==> src/rtl/multdiv_pkg.sv <==
// Shared definitions for the execute-stage multiply/divide unit and its decode.
// No logic; state encodings, ALU opcodes and the default datapath width.
package multdiv_pkg;

    localparam int MULTDIV_WIDTH = 32;

    // Decode turns these ALU opcodes into the ctrl_MULT / ctrl_DIV start pulses.
    localparam logic [4:0] OP_MUL = 5'b00110;
    localparam logic [4:0] OP_DIV = 5'b00111;

    typedef enum logic [1:0] {
        IDLE = 2'b00,
        MUL  = 2'b01,
        DIV  = 2'b10,
        DONE = 2'b11
    } state_t;

endpackage

==> src/rtl/multdiv_div_step.sv <==
// One restoring-division iteration: shift in a dividend bit, trial subtract, emit quotient bit.
// Purely combinational; no flow control.
module div_step #(
    parameter int WIDTH = 32
) (
    input  logic [WIDTH-1:0] rem_in,
    input  logic             dividend_bit,
    input  logic [WIDTH-1:0] divisor,
    output logic [WIDTH-1:0] rem_out,
    output logic             q_bit
);

    logic [WIDTH:0] shifted;
    logic [WIDTH:0] diff;

    assign shifted = {rem_in, dividend_bit};
    assign diff    = shifted - {1'b0, divisor};
    assign q_bit   = (shifted >= {1'b0, divisor});
    // rem_in < divisor, so the kept remainder always fits back into WIDTH bits.
    assign rem_out = WIDTH'(q_bit ? diff : shifted);

endmodule

==> src/rtl/multdiv_unit.sv <==
// Signed multi-cycle multiply (radix-2 Booth) / divide (restoring) for the execute stage.
// Latency: result strobe in the cycle after edge WIDTH+1 from the start edge.
// No backpressure: the pipeline stalls on busy; any new start aborts and restarts.
module multdiv_unit
    import multdiv_pkg::*;
#(
    parameter int WIDTH = MULTDIV_WIDTH,
    parameter int CNT_W = 6
) (
    input  logic             clock,
    input  logic             reset,
    input  logic [WIDTH-1:0] data_operandA,
    input  logic [WIDTH-1:0] data_operandB,
    input  logic             ctrl_MULT,
    input  logic             ctrl_DIV,
    output logic [WIDTH-1:0] data_result,
    output logic             data_exception,
    output logic             data_resultRDY,
    output logic             busy
);

    state_t             state;
    logic [CNT_W-1:0]   cnt;
    logic [2*WIDTH:0]   prod;
    logic [WIDTH-1:0]   mcand;
    logic [WIDTH-1:0]   rem;
    logic [WIDTH-1:0]   quo;
    logic [WIDTH-1:0]   divisor;
    logic               neg_q;
    logic               div_zero;
    logic               div_ovf;

    logic [WIDTH:0]     booth_acc;
    logic [WIDTH:0]     booth_mc;
    logic [WIDTH:0]     booth_sum;
    logic [2*WIDTH-1:0] product;
    logic               mul_ovf;
    logic [WIDTH-1:0]   a_mag;
    logic [WIDTH-1:0]   b_mag;
    logic [WIDTH-1:0]   rem_nxt;
    logic               q_bit;
    logic               last_iter;

    // Accumulate in WIDTH+1 bits so subtracting the most negative multiplicand
    // cannot wrap before the arithmetic shift picks up the sign.
    assign booth_acc = {prod[2*WIDTH], prod[2*WIDTH:WIDTH+1]};
    assign booth_mc  = {mcand[WIDTH-1], mcand};

    always_comb begin
        booth_sum = booth_acc;
        case (prod[1:0])
            2'b01:   booth_sum = booth_acc + booth_mc;
            2'b10:   booth_sum = booth_acc - booth_mc;
            default: booth_sum = booth_acc;
        endcase
    end

    assign product   = prod[2*WIDTH:1];
    assign mul_ovf   = (product[2*WIDTH-1:WIDTH] != {WIDTH{product[WIDTH-1]}});
    assign a_mag     = data_operandA[WIDTH-1] ? -data_operandA : data_operandA;
    assign b_mag     = data_operandB[WIDTH-1] ? -data_operandB : data_operandB;
    assign last_iter = (cnt == CNT_W'(WIDTH));

    div_step #(.WIDTH(WIDTH)) u_div_step (
        .rem_in       (rem),
        .dividend_bit (quo[WIDTH-1]),
        .divisor      (divisor),
        .rem_out      (rem_nxt),
        .q_bit        (q_bit)
    );

    always_ff @(posedge clock or posedge reset) begin
        if (reset) begin
            state          <= IDLE;
            cnt            <= '0;
            prod           <= '0;
            mcand          <= '0;
            rem            <= '0;
            quo            <= '0;
            divisor        <= '0;
            neg_q          <= 1'b0;
            div_zero       <= 1'b0;
            div_ovf        <= 1'b0;
            data_result    <= '0;
            data_exception <= 1'b0;
            data_resultRDY <= 1'b0;
            busy           <= 1'b0;
        end else if (ctrl_MULT || ctrl_DIV) begin
            cnt            <= '0;
            busy           <= 1'b1;
            data_resultRDY <= 1'b0;
            if (ctrl_MULT) begin
                state <= MUL;
                prod  <= {{WIDTH{1'b0}}, data_operandB, 1'b0};
                mcand <= data_operandA;
            end else begin
                state    <= DIV;
                rem      <= '0;
                quo      <= a_mag;
                divisor  <= b_mag;
                neg_q    <= data_operandA[WIDTH-1] ^ data_operandB[WIDTH-1];
                div_zero <= (data_operandB == '0);
                div_ovf  <= (data_operandA == {1'b1, {(WIDTH-1){1'b0}}}) &&
                            (data_operandB == {WIDTH{1'b1}});
            end
        end else begin
            case (state)
                MUL: begin
                    if (last_iter) begin
                        data_result    <= product[WIDTH-1:0];
                        data_exception <= mul_ovf;
                        data_resultRDY <= 1'b1;
                        busy           <= 1'b0;
                        state          <= DONE;
                    end else begin
                        prod <= {booth_sum, prod[WIDTH:1]};
                        cnt  <= cnt + CNT_W'(1);
                    end
                end
                DIV: begin
                    if (last_iter) begin
                        if (div_zero) begin
                            data_result    <= '0;
                            data_exception <= 1'b1;
                        end else if (div_ovf) begin
                            data_result    <= {1'b1, {(WIDTH-1){1'b0}}};
                            data_exception <= 1'b1;
                        end else begin
                            data_result    <= neg_q ? -quo : quo;
                            data_exception <= 1'b0;
                        end
                        data_resultRDY <= 1'b1;
                        busy           <= 1'b0;
                        state          <= DONE;
                    end else begin
                        rem <= rem_nxt;
                        quo <= {quo[WIDTH-2:0], q_bit};
                        cnt <= cnt + CNT_W'(1);
                    end
                end
                DONE: begin
                    data_resultRDY <= 1'b0;
                    state          <= IDLE;
                end
                default: begin
                    data_resultRDY <= 1'b0;
                end
            endcase
        end
    end

endmodule

==> config.mk <==
export PLATFORM = sky130hd
export DESIGN_NAME = multdiv_unit
export DESIGN_NICKNAME = d
export VERILOG_FILES = /design/src/rtl/multdiv_pkg.sv /design/src/rtl/multdiv_div_step.sv /design/src/rtl/multdiv_unit.sv
export SDC_FILE = /design/constraint.sdc
export NUM_CORES = 1
export LEC_CHECK = 0
export CAP_MARGIN = 40
export CORE_MARGIN = 2
export CORE_UTILIZATION = 60
export DETAILED_ROUTE_END_ITERATION = 8
export DONT_BUFFER_PORTS = 1
export PLACE_DENSITY = 0.83
export SLEW_MARGIN = 20
export SYNTH_ARGS = -nofsm -noshare
export SYNTH_HDL_FRONTEND = slang
export SYNTH_SLANG_ARGS = --single-unit
==> constraint.sdc <==
create_clock -name clock -period 16.15 [get_ports clock]
set_input_delay 4.845 -clock clock [delete_from_list [all_inputs] [get_ports clock]]
set_output_delay 4.845 -clock clock [all_outputs]
set_load 0.05 [all_outputs]
==> results.toml <==
[synth]
syn_inst = 2020
syn-cell-area_um2 = 16600
synthFlopType = "dfrtp_1"
synth_edf_count = 0
syn-num-nets = 2165
yosys_warnings = 0
ys_ff_latch = 239
synth_cell_types = 74
ys_async_sr_fraction_pct = 100
syn_area_per_cell_um2 = 8.20
ys_seq_area_share_pct = 36.1

[die]
num_rows = 60
die_w_um = 170
core-area_um2 = 27000
ios = 103
die_y_um = 170
start_util_pct = 61.3
dieArea_um2 = 29000

[min_path]
min_delay_path_depth = 2
min_from = "divisor[17]"
hold_path_end = "divisor[17]"
hold_class = "reg2reg"

[routing]
drtPass1Iterations = 6
vias_per_cell = 6.42
drt-total-wl_um = 45600
ant_nets = 0
drc = 0
via_count = 14800
wl_per_cell_um = 19.7
initialDrtViolationCount = 1553

[clock_network]
cts_setup_buffers = 0
clk_path_buf_depth = 3
root_buffer = "clkbuf_16"
numCtsBuffers = 27
cts_resized = 0
clk_latency_ps = 550
cts_tree = "built"
path_clk_slew_ps = 60
hold_buffers = 0
cts_max_level = 1
cts_sinks = 239

[placed_design]
pre_cts_slack_ps = 8630
place.gp.congestion = 0.975
portBuffers = 0
placed_cells = 2262
hpwl_um = 32600

[power_and_ir_drop]
powerDensity_nw_per_um2 = 115
vdd_drop_max_v = 0.0000956
p_leak_nw = 7.58

[sta]
slew_headroom_pct = 41.7
tightest_slew_ps = 874
hold_viol_final = 0
max_freq_mhz = 143
min_period_over_period_pct = 43.3
final-setup-viol-count = 0
post-route-min-period_ps = 6990
final.setup.worst_slack_ps = 9160
rsz0062_at_grt = "no"
setup_tns_ps = 0
finalClockSkew_ps = 20.4
report.final.slew_viol_count = 0

[cells_and_area]
seqCellArea_um2 = 5980
syn2layout_area_growth_pct = 6.91
num_antenna_cells = 0
nFillCells = 2157
drive_gt1_share_pct = 6.14
final_util_pct = 65.6
multiInputGateArea_um2 = 9860
nets = 2096
final_cells = 2312

[critical_path]
critPathBufInv = 1
cp_top_family = "simple AND/OR/NAND/NOR gates"
start_kind = "input pin"
r2r-start = "mcand[4]"
worstPathRequired_ps = 16610
reg2reg_slack_ps = 11390
cp_cell_sequence = "inv_1 > ha_1 > or3b_1 > or4_1 > or3_1 > or3b_1 > o31ai_1 > xnor2_1 > nor2_1 > o21ai_0"
path_class = "in2reg"
timing.critical_path.to_type = "flop"
cpMostUsedCell = "or3b_1"
arrival_ps = 7460
worst-path-stages = 10
slowest_delay_ps = 500
r2r_end = "prod[64]"
crit_fanout = 6
cp_slowest_cell = "or4_1"
reg2reg_depth = 17

[global_route]
grt.total_usage_pct = 31.4
grt_pass1_vias = 14200
grt_pass1_wl_um = 73100
grt_max_degree = 105
grt_overflow = 0
antenna_found_initial = 0

[run_status]
status = "finished clean"

[run]
cap_violations = 0
## report_power, final
group / internal (mW) / switching (mW) / total, mW
combinational: 0.227 / 0.327 / 0.554
sequential: 0.682 / 0.208 / 0.891
clock: 0.339 / 0.262 / 0.601
total: 1.25 / 0.797 / 2.05
## registers in the layout, indices dropped and copies added (netlist names)
signal and count:
busy 1, cnt 6, data_exception 1, data_result 32
data_resultRDY 1, div_ovf 1, div_zero 1, divisor 32
mcand 32, neg_q 1, prod 65, quo 32
rem 32, state 2
## worst reg2reg max path, cell delays in order, from the launching register on
cell and delay [ps]:
dfrtp_1 400, or3_1 430, or4_1 440, nor2_1 240, nand2_1 80, nor2_1 300
a21oi_1 160, xnor2_1 200, ha_1 460, nand4_1 150, nor2_1 150, nand3_1 90
o21a_1 210, a41oi_1 370, o21ai_0 190, xnor2_1 160, nor3b_1 220, mux2_2 370
## worst max path at each step
stage | startpoint | end | slack, ps
after floorplan | reset | busy | 4750
after global placement | data_operandA[1] | quo[24] | 8670
after detailed placement | data_operandA[1] | quo[24] | 8630
after CTS | data_operandA[1] | quo[24] | 9180
after global routing | data_operandA[1] | quo[22] | 9040
final | data_operandA[1] | quo[24] | 9160
## final cells by class
type                       instances  area share (%)
clock inverter                    15           0.734
clock buffer                      34            4.13
tap                              341            2.41
timing repair buffer              20            1.33
inverter                          93            2.01
sequential                       239            33.8
multi-input combinational       1570            55.6
## per-stage QoR
stage / hold slack (ps) / instance area [um^2] / power (mW)
3_3_place_gp: 466 / 16700 / 1.41
2_1_floorplan: 450 / 16600 / 1.30
6_report: 487 / 17700 / 2.05
4_1_cts: 489 / 17700 / 2.04
3_5_place_dp: 476 / 16800 / 1.44
5_1_grt: 520 / 17700 / 2.15
## cells by family after synthesis
| group | count (synthesis) | share of synthesized area (%) |
|---|---|---|
| xor+xnor | 174 | 9.20 |
| buf+inv | 211 | 4.79 |
| simple gates | 678 | 19.1 |
| compound gates | 588 | 21.5 |
| flops | 239 | 36.1 |
| fa+ha+maj | 77 | 5.90 |
| mux | 53 | 3.40 |
## synth_stat cells (19+ instances only)
library cell | instances | area [um^2]
a21o_1 | 24 | 180
inv_1 | 93 | 349
clkbuf_1 | 111 | 417
a21oi_1 | 157 | 786
a211oi_1 | 19 | 143
nand2b_1 | 19 | 119
xnor2_1 | 95 | 832
dfrtp_1 | 239 | 5980
nand4_1 | 24 | 150
nand3_1 | 46 | 230
o31ai_1 | 31 | 233
a221oi_1 | 23 | 201
o21ai_0 | 196 | 981
a31oi_1 | 47 | 294
nor2_1 | 176 | 661
mux2i_1 | 26 | 260
nor2b_1 | 20 | 125
nand2_1 | 262 | 983
mux2_2 | 27 | 304
ha_1 | 75 | 938
nor3_1 | 34 | 170
xor2_1 | 79 | 692
or4_1 | 21 | 158
## per-layer routing
metal	vias up	track usage, %	wire (um)
li1	7014	-	-
met1	7064	40.7	18400
met2	643	52.1	21600
met3	126	5.49	3690
met4	0	12.8	1990
met5	-	0	0
## cell usage in the layout, fill, tap and decap left out, drive strengths merged, types with 6 or more instances in the layout
master	n
a211oi	19
a21o	24
a21oi	157
a221oi	23
a31oi	47
buf	20
clkbuf	34
clkinv	9
dfrtp	239
ha	75
inv	95
mux2	27
mux2i	26
nand2	262
nand2b	21
nand3	46
nand4	24
nor2	176
nor2b	20
nor3	35
nor3b	6
nor4	16
o211ai	13
o21a	11
o21ai	202
o22ai	7
o31ai	32
o41ai	14
or2	7
or3	19
or4	22
xnor2	95
xor2	79
No activity file was read; power rests on OpenSTA's default activity.
